==> src/rtl/seq_arithmetic_unit.sv <==
// seq_arithmetic_unit
//   Registered arithmetic unit. Add, subtract and arithmetic shift right
//   complete in one cycle; unsigned multiply runs as a WIDTH-step shift-add.
//   Results and flags are written together and held until the next result.
// Ports:
//   clk, rst_n        clock (rising edge), async active-low reset
//   in_valid/in_ready request handshake (ready only in IDLE)
//   a, b, op          operands and opcode (0 add, 1 sub, 2 asr, 3 mul)
//   out_valid         one-cycle pulse when out/flags are updated
//   out, cout, zero, neg, ovf   result and flags
//
// state | meaning
// IDLE  | accepting requests, single-cycle ops complete here
// MUL   | shift-add multiply in progress, requests ignored
module seq_arithmetic_unit #(
  parameter  int WIDTH = 8,
  localparam int SHW   = $clog2(WIDTH)
) (
  input  logic             clk,
  input  logic             rst_n,
  input  logic             in_valid,
  output logic             in_ready,
  input  logic [WIDTH-1:0] a,
  input  logic [WIDTH-1:0] b,
  input  logic [1:0]       op,
  output logic             out_valid,
  output logic [WIDTH-1:0] out,
  output logic             cout,
  output logic             zero,
  output logic             neg,
  output logic             ovf
);

  typedef enum logic {IDLE = 1'b0, MUL = 1'b1} state_t;

  state_t state, state_next;

  logic [2*WIDTH-1:0] acc;
  logic [WIDTH-1:0]   mcand;
  logic [WIDTH-1:0]   mplier;
  logic [SHW:0]       cnt;

  logic               res_load;
  logic [WIDTH-1:0]   res_val;
  logic               res_c;
  logic               res_o;
  logic               mul_start;

  logic [SHW-1:0]     sh;
  logic [WIDTH-1:0]   sh_tmp;
  logic [WIDTH-1:0]   addend;
  logic [WIDTH:0]     mul_sum;
  logic [2*WIDTH-1:0] acc_next;

  assign in_ready = (state == IDLE);
  assign sh       = b[SHW-1:0];

  // Right-shifting accumulator: the running partial sum lives in the upper
  // half; each step adds the multiplicand there and shifts everything right.
  assign addend   = mplier[0] ? mcand : '0;
  assign mul_sum  = {1'b0, acc[2*WIDTH-1:WIDTH]} + {1'b0, addend};
  assign acc_next = {mul_sum, acc[WIDTH-1:1]};

  always_ff @(posedge clk or negedge rst_n) begin
    if (!rst_n) state <= IDLE;
    else        state <= state_next;
  end

  always_comb begin
    state_next = state;
    res_load   = 1'b0;
    res_val    = '0;
    res_c      = 1'b0;
    res_o      = 1'b0;
    mul_start  = 1'b0;
    sh_tmp     = '0;
    case (state)
      IDLE: begin
        if (in_valid) begin
          case (op)
            2'd0: begin
              res_load         = 1'b1;
              {res_c, res_val} = {1'b0, a} + {1'b0, b};
              res_o = (a[WIDTH-1] == b[WIDTH-1]) && (res_val[WIDTH-1] != a[WIDTH-1]);
            end
            2'd1: begin
              res_load         = 1'b1;
              {res_c, res_val} = {1'b0, a} + {1'b0, ~b} + (WIDTH+1)'(1);
              res_o = (a[WIDTH-1] != b[WIDTH-1]) && (res_val[WIDTH-1] != a[WIDTH-1]);
            end
            2'd2: begin
              res_load = 1'b1;
              res_val  = WIDTH'($signed(a) >>> sh);
              // Last bit shifted out is a[sh-1]; none when the amount is 0.
              if (sh != '0) begin
                sh_tmp = a >> (sh - 1'b1);
                res_c  = sh_tmp[0];
              end
            end
            default: begin
              mul_start  = 1'b1;
              state_next = MUL;
            end
          endcase
        end
      end
      MUL: begin
        if (cnt == (SHW+1)'(1)) begin
          res_load   = 1'b1;
          res_val    = acc_next[WIDTH-1:0];
          res_o      = |acc_next[2*WIDTH-1:WIDTH];
          state_next = IDLE;
        end
      end
      default: state_next = IDLE;
    endcase
  end

  always_ff @(posedge clk or negedge rst_n) begin
    if (!rst_n) begin
      out_valid <= 1'b0;
      out       <= '0;
      cout      <= 1'b0;
      zero      <= 1'b0;
      neg       <= 1'b0;
      ovf       <= 1'b0;
      acc       <= '0;
      mcand     <= '0;
      mplier    <= '0;
      cnt       <= '0;
    end else begin
      out_valid <= res_load;
      if (res_load) begin
        out  <= res_val;
        cout <= res_c;
        zero <= (res_val == '0);
        neg  <= res_val[WIDTH-1];
        ovf  <= res_o;
      end
      if (mul_start) begin
        acc    <= '0;
        mcand  <= a;
        mplier <= b;
        cnt    <= (SHW+1)'(WIDTH);
      end else if (state == MUL) begin
        acc    <= acc_next;
        mplier <= mplier >> 1;
        cnt    <= cnt - (SHW+1)'(1);
      end
    end
  end

endmodule

==> config.mk <==
export PLATFORM = sky130hd
export DESIGN_NAME = seq_arithmetic_unit
export DESIGN_NICKNAME = d
export VERILOG_FILES = /design/src/rtl/seq_arithmetic_unit.sv
export SDC_FILE = /design/constraint.sdc
export NUM_CORES = 1
export LEC_CHECK = 0
export CAP_MARGIN = 20
export CORE_ASPECT_RATIO = 0.5
export CORE_MARGIN = 2
export CORE_UTILIZATION = 50
export DETAILED_ROUTE_END_ITERATION = 10
export GPL_TIMING_DRIVEN = 0
export MAX_ROUTING_LAYER = met4
export PLACE_DENSITY_LB_ADDON = 0.25
export SLEW_MARGIN = 20
export SYNTH_ARGS = -nofsm -noshare
export SYNTH_HDL_FRONTEND = slang
export SYNTH_SLANG_ARGS = --single-unit
==> constraint.sdc <==
create_clock -name clk -period 3.5 [get_ports clk]
set_input_delay 0.525 -clock clk [delete_from_list [all_inputs] [get_ports clk]]
set_output_delay 0.525 -clock clk [all_outputs]
set_load 0.02 [all_outputs]
---- Word-level counts from Yosys, hierarchy flattened ----
Index checks and enable logic that the tools add are counted.
word-level totals
  register bits after elaboration ......... 50
  bits in latches ......................... 0
  RAM bits ................................ 0
  memory bits (read-only) ................. 0
  input port bits ......................... 21
  output and inout bits ................... 14
  word-level logic and storage cells ...... 64
  memories ................................ 0
cells by class
  add/subtract/negate cells ............... 6
  multipliers ............................. 0
  div/mod/pow operators ................... 0
  magnitude comparators ................... 0
  equal/unequal tests ..................... 7
  shift operators ......................... 2
  mux-type cells .......................... 28
  bitwise gates (word level) .............. 2
  reductions and logical operators ........ 8
operators by type and width
  cell                   count
  $mux W8                5
  $mux W16               2
  $add A8 B8 Y9          3
  $pmux W8 S3            1
  $pmux W8 S2            1
  $mux W1                12
  $add A9 B1 Y9 const B  1
  $logic_not A8 Y1       1
  $mux W4                2
  $not A8 Y8             1
  $pmux W1 S2            4
  $reduce_or A8 Y1       1
  $shr A8 B3 Y1          1
  $sshr A8 B3 Y8         1
  $eq A4 B1 Y1 const B   1
  $sub A4 B1 Y4 const B  1
  $ne A1 B1 Y1           3
  $pmux W1 S3            1
  $reduce_bool A3 Y1     1
  $reduce_or A3 Y1       1
  $sub A3 B1 Y3 const B  1
  $eq A2 B1 Y1 const B   1
  $eq A2 B2 Y1 const B   1
  $logic_and A1 B1 Y1    2
  4 further kinds        4

---- Depth between registers and ports, before layout ----
Gate-level depths: netlist (run 1).
  depth in word-level cells ............... 8
  mapped depth ............................ 11
  gate-level depth less buffers ........... 11

---- Worst setup path before layout (run 1) ----
Ideal clock, no wire load.
  path kind ............................... input port to flip-flop
  start ................................... input b[2]
  end ..................................... register zero
  setup time .............................. 0.092 ns
  data arrival time ....................... 2.705 ns
  required time ........................... 3.408 ns
  path slack .............................. 0.703 ns
  cell stages on the path ................. 11
  buffers on the path ..................... 2
  path through ............................ clkbuf_1 inv_1 ha_1 buf_4 and2b_4 a211oi_1 or4b_1 a32o_1 a31oi_1 nand4_1 o31ai_2
between the ends
  word-level cells in the longest chain between the ends .. 7
  elaborated cells on any way between the ends .. 9
  classes of those cells .................. 3 x add/sub; 1 x shift; 3 x mux; 1 x bitwise; 1 x reduce/logical
RTL lines
  element                 line  source
  start: declaration      24    input logic [WIDTH-1:0] b,
  $not A8 Y8              88    {res_c, res_val} = {1'b0, a} + {1'b0, ~b} + (WIDTH+1)'(1);
  $add A8 B8 Y9           88
  $add A9 B1 Y9           88
  $pmux W8 S3 *           80    case (op)
  $mux W8 *               79    if (in_valid) begin
  $pmux W8 S2 *           77    case (state)
  $logic_not A8 Y1 *      136   zero <= (res_val == '0);
  end signal: assignment  136
  end: declaration        29    output logic zero,
Every way passes the cells marked *; elsewhere a longest branch is shown, timed or not.
A chain may end at the register's enable or synchronous reset.

---- Final worst setup path (run 1) ----
Ends and elaborated chain as after synthesis.

==> results.ini, run 1 <==
[route]
wl_per_cell_microns=18.3
wirelength_microns=9550
first_iter_violations=299
drc=0
avgViaCountPerCell=6.07
first_pass_iters=6
drtAntennaViolNets=0
vias=3174

[timing]
fin_worst_skew_ns=0.00427
hold_viol_final=0
min_period_ns=3.37
setup_viol=0
timing.final.ws_setup_ns=0.130
slew_headroom_pct=53.5
max_freq_mhz=297
worstMarginPinSlew_ns=0.695
rsz0062_at_grt=no
finalCritPeriodShare_pct=96.3
slew_viol_final=0

[yosys]
synth_seq_area_share_pct=33.9
synth.distinct_cells=71
postSynth.asyncResetShare_pct=100
synth_fa_ha_area_share_pct=11.9
synth-compound-area-share_pct=24.1
avgSynthCellArea_sq_um=9.11
synth.area.mux_share_pct=4.56
yosys-top-cells-count=dfrtp_1 (48), nand2_1 (40), inv_1 (31)
synth_edf_count=0
yosys.area.top_type=dfrtp_1
netlist_top_cells_area=dfrtp_1 (34%), ha_1 (10%), nand2_1 (4.2%)
syn-num-nets=442
synth_top_family_by_area=compound AO/OA/AOI/OAI gates
ys_ff_latch=48
syn_area_sq_um=3540
ys.flop_type=dfrtp_1
yosys.area_share.simple_pct=17.1
synth_xor_area_share_pct=2.22
synth_top_area_share_pct=33.9
synthCells=389
synth.most_common_cell=dfrtp_1
yosys_warnings=0

[pwr]
power_leakage_nw=1.96
peakVddDrop_uv=370
powerDensity_nw_per_um2=619
report.power.total_w=0.00259
pwr-share-comb_pct=43.5
p_int_w=0.00162
power_frac_seq_pct=35.2
power_frac_clock_pct=21.3
switchingPower_w=0.000975
sw_frac_of_total_pct=37.6

[worst_setup_path]
cpMaxStageDelayCell=clkdlybuf4s50_1
path_max_fanout=10
crit_buf_inv=4
criticalPathCategory=primary input to flip-flop
cp_slowest_stage_delay_ns=0.54
end_kind=flip-flop
worstSetupStartpointType=primary input
r2r_cells=9
worstSetupPathDepth=12
path_delay_family=compound AO/OA/AOI/OAI gates
rr_endpoint=ovf$_DFFE_PN0P_
crit_required_ns=3.70
rrSetupSlack_ns=0.64
cp.arrival_ns=3.57
rr_startpoint=mplier[0]$_DFFE_PN0P_
crit_chain=clkdlybuf4s50_1 > clkbuf_2 > inv_1 > ha_1 > buf_4 > and2b_4 > a2111oi_4 > o22a_1 > o22ai_1 > xnor2_1 > o21ai_1 > o31ai_2

[outcome]
status=finished, final reports clean

[global_route]
grt_max_degree=28
grt_use_total_pct=27.4
antenna_found_initial=0
grt_pass1_wl_microns=16100
grt_pass1_vias=3200
overflow=0

[clock_network]
clk_latency_ns=0.29
cts-root-buf=clkbuf_16
post_cts_buffers=0
clock_sinks=48
clockBufferDepth=2
cts_made_buffers=5
h-tree-depth=2
clk_pin_slew_ns=0.07
tritoncts=built

[floorplan]
core_area_sq_um=6780
die_height_microns=63.5
initial_core_util_pct=52.3
die_w_microns=123
rows=21
die_area_sq_um=7820
ios=35

[job]
cap_violations=0

[min_path]
hold_path_class=primary input to async pin

[cells_and_area]
syn_to_final_growth_pct=18.3
diodes=0
finalNetCount=483
final_layout_size_suffix_gt1_share_pct=8.35
num-fill-cells=593

[place]
gp_routability_congestion=0.899
place_ws_ns=-0.388
place_hpwl_microns=7570
io_buffers=33

-- worst max path at each step --
stage / from / end / slack (ns)
finish: b[2] / zero$_DFFE_PN0P_ / 0.13
global route: b[2] / zero$_DFFE_PN0P_ / 0.007
CTS: b[2] / zero$_DFFE_PN0P_ / 0.12
detailed placement: b[2] / zero$_DFFE_PN0P_ / -0.39
global placement: b[2] / zero$_DFFE_PN0P_ / -0.37
floorplan: b[2] / zero$_DFFE_PN0P_ / 0.70
-- what timing repair did --
item / in CTS / in global routing
resized for setup: 1 / 1
setup endpoints to repair: 2 / 1
hold buffers: 0 / 0
-- per-layer routing --
metal	global-route usage [%]	vias up	part of all wire, %
met5	-	-	0
met4	6.11	0	1.2
met3	3.99	10	6.6
met2	40.8	116	44
met1	39.5	1542	49
li1	-	1506	-
-- area by class of cell --
class | count | area (sq um) | share of cell area, %
Timing Repair Buffer | 34 | 345 | 8.24
Clock inverter | 3 | 47.5 | 1.13
Buffer | 23 | 103 | 2.45
Clock buffer | 5 | 125 | 2.99
Sequential cell | 48 | 1200 | 28.7
Multi-Input combinational cell | 287 | 2140 | 51.0
Tap cell | 92 | 115 | 2.75
Inverter | 31 | 116 | 2.78
-- worst register-to-register path: stages, from the launching register on --
cell and delay (ns):
dfrtp_1 0.47, and2_1 0.19, ha_1 0.32, o21ai_0 0.20
nor2_1 0.09, or4_1 0.40, o311a_1 0.14, or4_4 0.54
nor4_2 0.25, o211ai_1 0.12
-- metrics by stage --
step	setup TNS [ns]	area (sq um)	cells	util (%)	hold slack [ns]
global placement	-0.995	3990	514	58.8	0.456
floorplan	0	3540	389	-	0.229
finish	0	4190	523	61.8	0.217
CTS	0	4180	523	61.6	0.227
detailed placement	-1.03	4000	515	59.1	0.466
global route	0	4190	523	61.8	0.262
-- placed cells by master (no fill, tap or decap), drive strengths merged, types with 5 or more instances in the layout --
master	n
a222oi	7
a22o	13
nor2	20
buf	11
mux2	5
nor2b	8
o31ai	5
nor3	9
clkdlybuf4s50	32
nand2	40
mux2i	6
clkbuf	19
o21ai	23
a31oi	5
ha	29
a21o	5
and2	8
dfrtp	48
xnor2	6
a21oi	19
inv	31
-- power by group through the flow --
stage                     Clock, W  Combinational (W)  Sequential [W]
after detailed placement         0            0.00112        0.000917
after global routing      0.000587            0.00125        0.000946
final                     0.000552            0.00113        0.000914
after floorplan                  0           0.000672        0.000958
after CTS                 0.000564            0.00113        0.000912
after global placement           0            0.00109        0.000909
-- state kept, by name, indices dropped and copies added, names as in the netlist --
name       count
zero           1
mcand          8
out_valid      1
ovf            1
cnt            4
mplier         8
out            8
cout           1
state          1
acc           15
-- cells by family after synthesis --
logic type | count (synthesis)
compound gates | 117
xor+xnor | 9
fa+ha+maj | 32
flops | 48
buf+inv | 54
simple gates | 116
mux | 13
No activity file was read; power rests on OpenSTA's default activity.
==> run 2: changes to the inputs <==
Settings changed: CORE_MARGIN 2 to 5, GPL_ROUTABILITY_DRIVEN set to 0.
==> results.ini, run 2 (same netlist as run 1, synthesis figures left out) <==
[outcome]
status=finished, final reports clean

[route]
first_pass_iters=5  ; -1
wl_per_cell_microns=17.7  ; -3.0%
avgViaCountPerCell=6.07  ; about the same
drtAntennaViolNets=0  ; unchanged
vias=3170  ; -0.13%
drc=0  ; unchanged
wirelength_microns=9240  ; -3.2%
first_iter_violations=266  ; -11%

[cells_and_area]
layout_commonest_cell=dfrtp_1
largest_reg_flops=15  ; unchanged
num-fill-cells=588  ; -0.84%
postLayoutCoreUtil_pct=61.4  ; -0.37 points
final_layout_size_suffix_gt1_share_pct=8.14  ; -0.21 points
regMostFlops=acc
syn_to_final_growth_pct=17.5
fin_cells=522  ; -0.19%
diodes=0  ; unchanged
final_cell_mix=dfrtp_1 (48), nand2_1 (40), clkdlybuf4s50_1 (32)
finalNetCount=483  ; unchanged

[floorplan]
initial_core_util_pct=52.3  ; unchanged
rows=21  ; unchanged
die_w_microns=129  ; +4.9%
core_area_sq_um=6780  ; unchanged
die_height_microns=69.5  ; +9.4%
die_area_sq_um=8970  ; +15%
ios=35  ; unchanged

[pwr]
peakVddDrop_uv=375  ; +1.3%
power_leakage_nw=1.95  ; -0.56%
report.power.total_w=0.00253  ; -2.6%
powerDensity_nw_per_um2=606  ; -2.1%

[clock_network]
h-tree-depth=2  ; unchanged
cts-hold-fix-buffers=0  ; unchanged
clockBufferDepth=2  ; unchanged
cts_made_buffers=5  ; unchanged
clk_latency_ns=0.29  ; about the same
tritoncts=built
clock_sinks=48  ; unchanged
cts-root-buf=clkbuf_16
clk_pin_slew_ns=0.06  ; about the same

[timing]
max_freq_mhz=298  ; +0.47%
hold_viol_final=0  ; unchanged
finalCritPeriodShare_pct=95.8  ; -0.45 points
rsz0062_at_grt=no
slew_viol_final=0  ; unchanged
fin_worst_skew_ns=0.00434  ; +0.0000654 ns
worstMarginPinSlew_ns=0.690  ; -0.00536 ns
setup_viol=0  ; unchanged
slew_headroom_pct=53.8  ; +0.31 points
min_period_ns=3.35  ; -0.0158 ns
tns_ns=0  ; unchanged

[global_route]
grt_use_total_pct=21.4  ; -6.0 points
grt_pass1_wl_microns=15300  ; -5.3%
overflow=0  ; unchanged
grt_pass1_vias=3102  ; -3.1%
grt_max_degree=32  ; +14%
antenna_found_initial=0  ; unchanged

[job]
cap_violations=0  ; unchanged

[worst_setup_path]
rr_startpoint=mplier[0]$_DFFE_PN0P_
cp.arrival_ns=3.56  ; about the same
rr_endpoint=ovf$_DFFE_PN0P_
criticalPathCategory=primary input to flip-flop
crit_required_ns=3.70  ; about the same
crit_chain=clkdlybuf4s50_1 > clkbuf_2 > inv_1 > ha_1 > buf_4 > and2b_4 > a211oi_1 > or4b_1 > a32o_1 > a31oi_1 > nand4_1 > o31ai_2
cpMaxStageDelayCell=clkdlybuf4s50_1
end_kind=flip-flop
path_max_fanout=10  ; unchanged
rrSetupSlack_ns=0.66  ; +0.02 ns
worstSetupPathDepth=12  ; unchanged
crit_buf_inv=4  ; unchanged
worstSetupStartpointType=primary input
r2r_cells=10  ; +1
path_delay_family=buffers and inverters
cp_slowest_stage_delay_ns=0.54  ; about the same

[place]
dpl.cell_count=515  ; unchanged
io_buffers=33  ; unchanged
place_hpwl_microns=7200  ; -4.9%

[min_path]
hold_path_class=primary input to async pin

## run 2: cell types whose count changed in the layout (fill, tap and decap cells not counted)
| cell | change |
|---|---|
| bufinv_16 | -1 |
| clkbuf_8 | +1 |
| clkinv_4 | -1 |
## run 2: routing by layer
metal  share of wire, %  wire (microns)  global-route usage, %
met2                 44            4100                   31.0
met4                1.2             110                   4.66
met1                 47            4390                   30.7
met3                7.0             647                   4.77
met5                  0               0                      -
## run 2: layout make-up
cell class	count	area, sq um	area share, %
Buffer	23	103	2.46
Multi-Input combinational cell	287	2140	51.3
Timing Repair Buffer	34	345	8.29
Sequential cell	48	1200	28.8
Inverter	31	116	2.79
Tap cell	92	115	2.76
Clock inverter	1	8.76	0.210
Clock buffer	6	139	3.33
## run 2: what timing repair did
action                                  CTS  global route
gates cloned                              0             0
gates resized for setup                   1             1
hold endpoints to repair                  0             0
buffers inserted                          0             0
endpoints found under the setup margin    1             1
## run 2: worst reg2reg max path, cell delays in order, from the launching register on
cell and delay [ns]:
dfrtp_1 0.45, nand2_1 0.16, inv_1 0.06, ha_1 0.29, a211oi_2 0.19, nor2_1 0.10, or4_1 0.40, o311a_1 0.14
or4_4 0.55, nor4_2 0.24, o211ai_1 0.13
## run 2: metrics by stage
| stage | worst slack (ns) | cell area (sq um) | hold WS [ns] |
|---|---|---|---|
| global route | 0.00379 | 4170 | 0.214 |
| finish | 0.146 | 4170 | 0.183 |
| CTS | 0.126 | 4150 | 0.197 |
| global placement | -0.289 | 3990 | 0.455 |
| floorplan | 0.703 | 3540 | 0.229 |
| detailed placement | -0.350 | 4000 | 0.461 |
## run 2: worst max-delay path by stage
stage,startpoint,to,slack (ns)
2_1_floorplan,b[2],zero$_DFFE_PN0P_,0.70
3_3_place_gp,b[2],zero$_DFFE_PN0P_,-0.29
3_5_place_dp,b[2],zero$_DFFE_PN0P_,-0.35
4_1_cts,b[2],zero$_DFFE_PN0P_,0.13
5_1_grt,b[2],zero$_DFFE_PN0P_,0.004
6_report,b[2],zero$_DFFE_PN0P_,0.15
## run 2: report_power, final
group          switching [W]  leakage (nW)  total (W)  internal (W)
clock               0.000199        0.0729   0.000481      0.000282
combinational       0.000622          1.25    0.00113      0.000511
sequential          0.000144         0.622   0.000913      0.000769
total               0.000965          1.95    0.00253       0.00156
